### src/rtl/mmio_responder.sv
// mmio_responder
//   Memory-mapped I/O target for the 3-stage core. Decodes stage-2 load/store
//   requests inside the MMIO window (addr[31:28] == MMIO_BASE[31:28]) and
//   serves UART control/receive/transmit registers plus cycle and retired
//   instruction counters. Read data is registered for the stage-3 writeback.
//
// Ports
//   clk_i            core clock
//   rst_i            synchronous active-high reset
//   addr_i           stage-2 effective address
//   ren_i / wen_i    stage-2 load / store
//   wdata_i          stage-2 store data
//   inst_valid_i     an instruction retires in stage 3 this cycle
//   rdata_o          registered read data (stage 3)
//   mmio_hit_o       registered: stage-3 load was an MMIO read
//   uart_rx_*        receive byte, valid in / ready out (ready is combinational)
//   uart_tx_*        transmit holding register, data/valid out, ready in
module mmio_responder #(
  parameter logic [31:0] MMIO_BASE = 32'h8000_0000
) (
  input  logic        clk_i,
  input  logic        rst_i,
  input  logic [31:0] addr_i,
  input  logic        ren_i,
  input  logic        wen_i,
  input  logic [31:0] wdata_i,
  input  logic        inst_valid_i,
  output logic [31:0] rdata_o,
  output logic        mmio_hit_o,
  input  logic [7:0]  uart_rx_data_i,
  input  logic        uart_rx_valid_i,
  output logic        uart_rx_ready_o,
  output logic [7:0]  uart_tx_data_o,
  output logic        uart_tx_valid_o,
  input  logic        uart_tx_ready_i
);

  localparam logic [7:0] OFF_UART_CTRL = 8'h00;
  localparam logic [7:0] OFF_UART_RX   = 8'h04;
  localparam logic [7:0] OFF_UART_TX   = 8'h08;
  localparam logic [7:0] OFF_CYCLE     = 8'h10;
  localparam logic [7:0] OFF_INSTRET   = 8'h14;
  localparam logic [7:0] OFF_CNT_CLR   = 8'h18;

  logic [31:0] rdata_q,   rdata_d;
  logic        hit_q,     hit_d;
  logic        tx_pend_q, tx_pend_d;
  logic [7:0]  tx_data_q, tx_data_d;
  logic [31:0] cyc_q,     cyc_d;
  logic [31:0] inst_q,    inst_d;

  logic        hit;
  logic [7:0]  offset;
  logic        rd_req;
  logic        wr_req;
  logic [31:0] rd_mux;

  assign hit    = (addr_i[31:28] == MMIO_BASE[31:28]);
  assign offset = addr_i[7:0];
  // A simultaneous store wins over the load, so the load is not served.
  assign rd_req = ren_i & ~wen_i & hit;
  assign wr_req = wen_i & hit;

  assign uart_rx_ready_o = ren_i & hit & (offset == OFF_UART_RX) & uart_rx_valid_i;

  always_comb begin
    // NOTE: every combinational output gets a default first, so no path
    // leaves it unassigned and no latch is inferred.
    rd_mux = 32'h0;
    unique case (offset)
      OFF_UART_CTRL: rd_mux = {30'h0, uart_rx_valid_i, uart_tx_ready_i & ~tx_pend_q};
      OFF_UART_RX:   rd_mux = {24'h0, uart_rx_data_i};
      OFF_CYCLE:     rd_mux = cyc_q;   // value before this cycle's increment
      OFF_INSTRET:   rd_mux = inst_q;
      default:       rd_mux = 32'h0;
    endcase
  end

  always_comb begin
    rdata_d   = rd_req ? rd_mux : 32'h0;
    hit_d     = rd_req;

    tx_pend_d = tx_pend_q;
    tx_data_d = tx_data_q;
    // Handshake completes this edge; valid is low in the following cycle.
    if (tx_pend_q && uart_tx_ready_i) tx_pend_d = 1'b0;
    // Writes while a byte is pending are dropped silently.
    if (wr_req && (offset == OFF_UART_TX) && !tx_pend_q) begin
      tx_pend_d = 1'b1;
      tx_data_d = wdata_i[7:0];
    end

    if (wr_req && (offset == OFF_CNT_CLR)) begin
      // Clear overrides this cycle's increments.
      cyc_d  = 32'h0;
      inst_d = 32'h0;
    end else begin
      cyc_d  = cyc_q + 32'd1;
      inst_d = inst_q + {31'h0, inst_valid_i};
    end
  end

  always_ff @(posedge clk_i) begin
    // NOTE: state registers use non-blocking assignments so every flop
    // samples pre-edge values regardless of process ordering.
    if (rst_i) begin
      rdata_q   <= 32'h0;
      hit_q     <= 1'b0;
      tx_pend_q <= 1'b0;
      tx_data_q <= 8'h0;
      cyc_q     <= 32'h0;
      inst_q    <= 32'h0;
    end else begin
      rdata_q   <= rdata_d;
      hit_q     <= hit_d;
      tx_pend_q <= tx_pend_d;
      tx_data_q <= tx_data_d;
      cyc_q     <= cyc_d;
      inst_q    <= inst_d;
    end
  end

  assign rdata_o         = rdata_q;
  assign mmio_hit_o      = hit_q;
  assign uart_tx_valid_o = tx_pend_q;
  assign uart_tx_data_o  = tx_data_q;

endmodule

### config.mk
export PLATFORM = sky130hd
export DESIGN_NAME = mmio_responder
export DESIGN_NICKNAME = d
export VERILOG_FILES = /design/src/rtl/mmio_responder.sv
export SDC_FILE = /design/constraint.sdc
export NUM_CORES = 1
export LEC_CHECK = 0
export CELL_PAD_IN_SITES_DETAIL_PLACEMENT = 1
export CELL_PAD_IN_SITES_GLOBAL_PLACEMENT = 1
export CORE_MARGIN = 4
export CORE_UTILIZATION = 36
export DETAILED_ROUTE_END_ITERATION = 16
export PLACE_DENSITY = 0.88
export SKIP_LAST_GASP = 1
export SYNTH_ARGS = -nofsm -noshare
export SYNTH_HDL_FRONTEND = slang
export SYNTH_SLANG_ARGS = --single-unit
### constraint.sdc
create_clock -name clk_i -period 2.6 [get_ports clk_i]
set_clock_uncertainty 0.05 [all_clocks]
set_input_delay 0.52 -clock clk_i [delete_from_list [all_inputs] [get_ports clk_i]]
set_output_delay 0.52 -clock clk_i [all_outputs]
set_load 0.1 [all_outputs]
==> run_results.csv <==
group,metric,value,unit
status,outcome,"finished with violations",
status,violations,"negative setup slack",
setup_path,path_max_fanout,2,
pwr,irDropWorstVdd,0.264,mV
timing,rsz0062_at_grt,"true",
place,gp_congestion,0.847,
hold_path,hp-class,"flop to flop",
place,place_ws,-0.265,ns
pwr,p_leak,0.00216,µW
logic_synthesis,synth_common_cells,"dfxtp_1, nor2_1, a21oi_1",
global_routing,grt_pass1_wl,24.5,mm
clock_tree,htree_levels,3,
layout,nFillCells,1514,
floorplanning,num_rows,41,
clock_tree,cts_hold_buf,0,
hold_path,holdPathStages,2,
layout,multi_input_area,2480,µm²
logic_synthesis,synthFlopType,"dfxtp_1",
timing,timing.fmax,383,MHz
logic_synthesis,synthXorXnorAreaFrac,0.0428,
timing,hold_viol_final,0,
clock_tree,clk_path_buf_depth,2,
logic_synthesis,synth.avg_cell_area,8.94,µm²
clock_tree,numCtsBuffers,9,
pwr,p_sw,733,µW
clock_tree,clk_pin_slew_worst_paths,0.07,ns
place,dp_hpwl,10.1,mm
layout,final_layout_size_suffix_gt1_frac,0.177,
floorplanning,initial_core_util,0.370,
timing,slew_viol_final,0,
setup_path,cp-start-kind,"input pin",
global_routing,grt_overflow,0,
routing,vias,4560,
logic_synthesis,synthCells,526,
layout,regArea,2120,µm²
clock_tree,cts_tree,"yes",
pwr,power_frac_clock,0.452,
routing,first_pass_iters,4,
timing,max_slew_margin,0.632,
global_routing,grt_pass1_vias,4916,
setup_path,rr_worst_depth,5,
timing,post-route-period-util,1.01,
pwr,internal-power,2590,µW
logic_synthesis,async_reset_ff_frac,0,
timing,fin_crit,2.61,ns
logic_synthesis,synth-compound-area-share,0.127,
run,max_cap_viol_count,0,
logic_synthesis,yosys-top-cells-area,"dfxtp_1, mux2i_1, or4_1",
logic_synthesis,syn_nets,608,
layout,area_growth_syn_to_layout,30.0,%
clock_tree,numClockSinks,106,
timing,finalSetupViolations,1,
setup_path,crit_type,"input pin to output port",
place,numPortBuffers,77,
logic_synthesis,synth_cell_types,41,
routing,via_per_inst,5.76,
setup_path,end_kind,"output port",
logic_synthesis,yosysTopAreaCellShare,0.451,
floorplanning,dieHeight,122,µm
setup_path,crit_arrival,2.04,ns
logic_synthesis,synth_edf_count,0,
clock_tree,cts_root_buf,"clkbuf_16",
floorplanning,fp.coreArea,12700,µm²
pwr,powerDensity,545,nW/µm²
clock_tree,insertion_delay,0.35,ns
floorplanning,io_pins,122,
routing,wl_per_cell,19.1,µm
global_routing,grt_max_degree,62,
logic_synthesis,ys_seq_area_frac,0.451,
routing,drt_wl_total,15.1,mm
timing,finalWorstSetupSlack,-0.0134,ns
logic_synthesis,synth_top_family_by_area,"simple AND/OR/NAND/NOR gates",
floorplanning,die_x,122,µm
layout,fin_nets,697,
floorplanning,die_area,15000,µm²
pwr,seq_power_share,0.493,
setup_path,worstPathRequired,2.03,ns
pwr,combinationalPowerShare,0.055,
logic_synthesis,ys.warnings.count,0,
timing,tightest_slew,0.551,ns
pwr,p_sw_frac,0.220,
logic_synthesis,synth_mux_area_frac,0.0788,
logic_synthesis,synthAdderAreaFrac,0.00798,
layout,final_cells,792,
place,dp.cells,774,
logic_synthesis,synth-seq-cells,106,
logic_synthesis,synth.cell_area,4700,µm²
place,post_dp_cell_area,5730,µm²
layout,antenna_cells,0,
pwr,power.total,3330,µW
logic_synthesis,synth_area_leader_cell,"dfxtp_1",
routing,antenna_left,0,
routing,drcViolationCount,0,
logic_synthesis,yosysMostFrequentCell,"dfxtp_1",
layout,stdcell_area,6110,µm²
global_routing,grt_antenna_before_repair,0,
logic_synthesis,synthSimpleGateAreaFrac,0.258,
routing,drt_iter0_markers,366,
global_routing,track_usage,0.205,
[per-stage QoR]
stage | utilization | hold WS [ns] | TNS (ns)
2_1_floorplan | - | 0.401 | 0
5_1_grt | 0.480 | 0.464 | -0.0635
6_report | 0.480 | 0.439 | -0.0134
3_3_place_gp | 0.451 | 0.411 | -0.990
3_5_place_dp | 0.451 | 0.429 | -1.57
4_1_cts | 0.480 | 0.441 | 0
[layout by cell type, fill, tap and decap left out, types with 3 or more instances in the layout]
cell type	netlist	final
nand3_1	24	24
clkdlybuf4s50_1	0	33
nor4_1	8	7
o31ai_1	23	23
ha_1	3	3
xor2_1	13	13
buf_4	0	73
dfxtp_1	106	106
or3_1	12	12
nor2_1	60	60
o21ai_0	19	19
a311o_1	3	3
nand2_1	23	23
nand4_1	25	25
o211ai_1	3	3
clkbuf_16	0	9
a22oi_1	6	6
or4_1	31	30
mux2_2	6	6
inv_1	11	11
a21oi_1	44	44
mux2i_1	28	28
and3_1	9	9
xnor2_1	10	10
and4_1	8	8
[per-layer routing]
layer  GRT usage  vias up  part of all wire
met3      0.0258       50             0.027
li1            -     2125                 -
met4       0.113        0             0.046
met5           0        -                 0
met1       0.244     2277              0.41
met2       0.357      108              0.52
[registers in the layout, indices dropped and copies added (netlist names)]
signal,cells
uart_tx_data_o,8
rdata_o,32
inst_q,32
cyc_q,32
uart_tx_valid_o,1
mmio_hit_o,1
[power by group through the flow]
| stage | clock, µW | combinational, µW | sequential, µW |
|---|---|---|---|
| after global placement | 0 | 163 | 1680 |
| after detailed placement | 0 | 170 | 1680 |
| after CTS | 1520 | 180 | 1640 |
| final | 1510 | 183 | 1640 |
| after floorplan | 0 | 79.5 | 1680 |
| after global routing | 1600 | 195 | 1640 |
[worst paths after layout]
check	to	slack [ns]	startpoint
max	uart_rx_ready_o	-0.01	addr_i[7]
min	uart_tx_data_o[3]	0.44	uart_tx_data_o[3]
max reg2reg	inst_q[31]	0.42	inst_q[7]
min reg2reg	uart_tx_data_o[3]	0.44	uart_tx_data_o[3]
[repair_timing]
item	in CTS	in global routing
setup endpoints to repair	1	6
pin swaps	1	1
setup buffers	2	0
gates resized for setup	4	1
[critical path, cell delays in order]
cell and delay, ns:
clkdlybuf4s50_1 0.45, nor4_4 0.33, nor3b_2 0.24, nand2_1 0.12
nor3_4 0.18, buf_12 0.21
[kinds of logic after synthesis]
kind of cell	Yosys count
muxes	35
AOI/OAI and AO/OA	100
and+or+nand+nor	217
adders and majority gates	3
buffers and inverters	42
DFF	106
xor gates and xnor gates	23
[cell type report]
class	instances	share of cell area
Inverter	11	0.00676
Sequential cell	106	0.347
Timing Repair Buffer	109	0.151
Multi-Input combinational cell	378	0.406
Tap cell	172	0.0352
Clock inverter	6	0.0145
Clock buffer	10	0.0391
No activity file was read; power rests on OpenSTA's default activity.
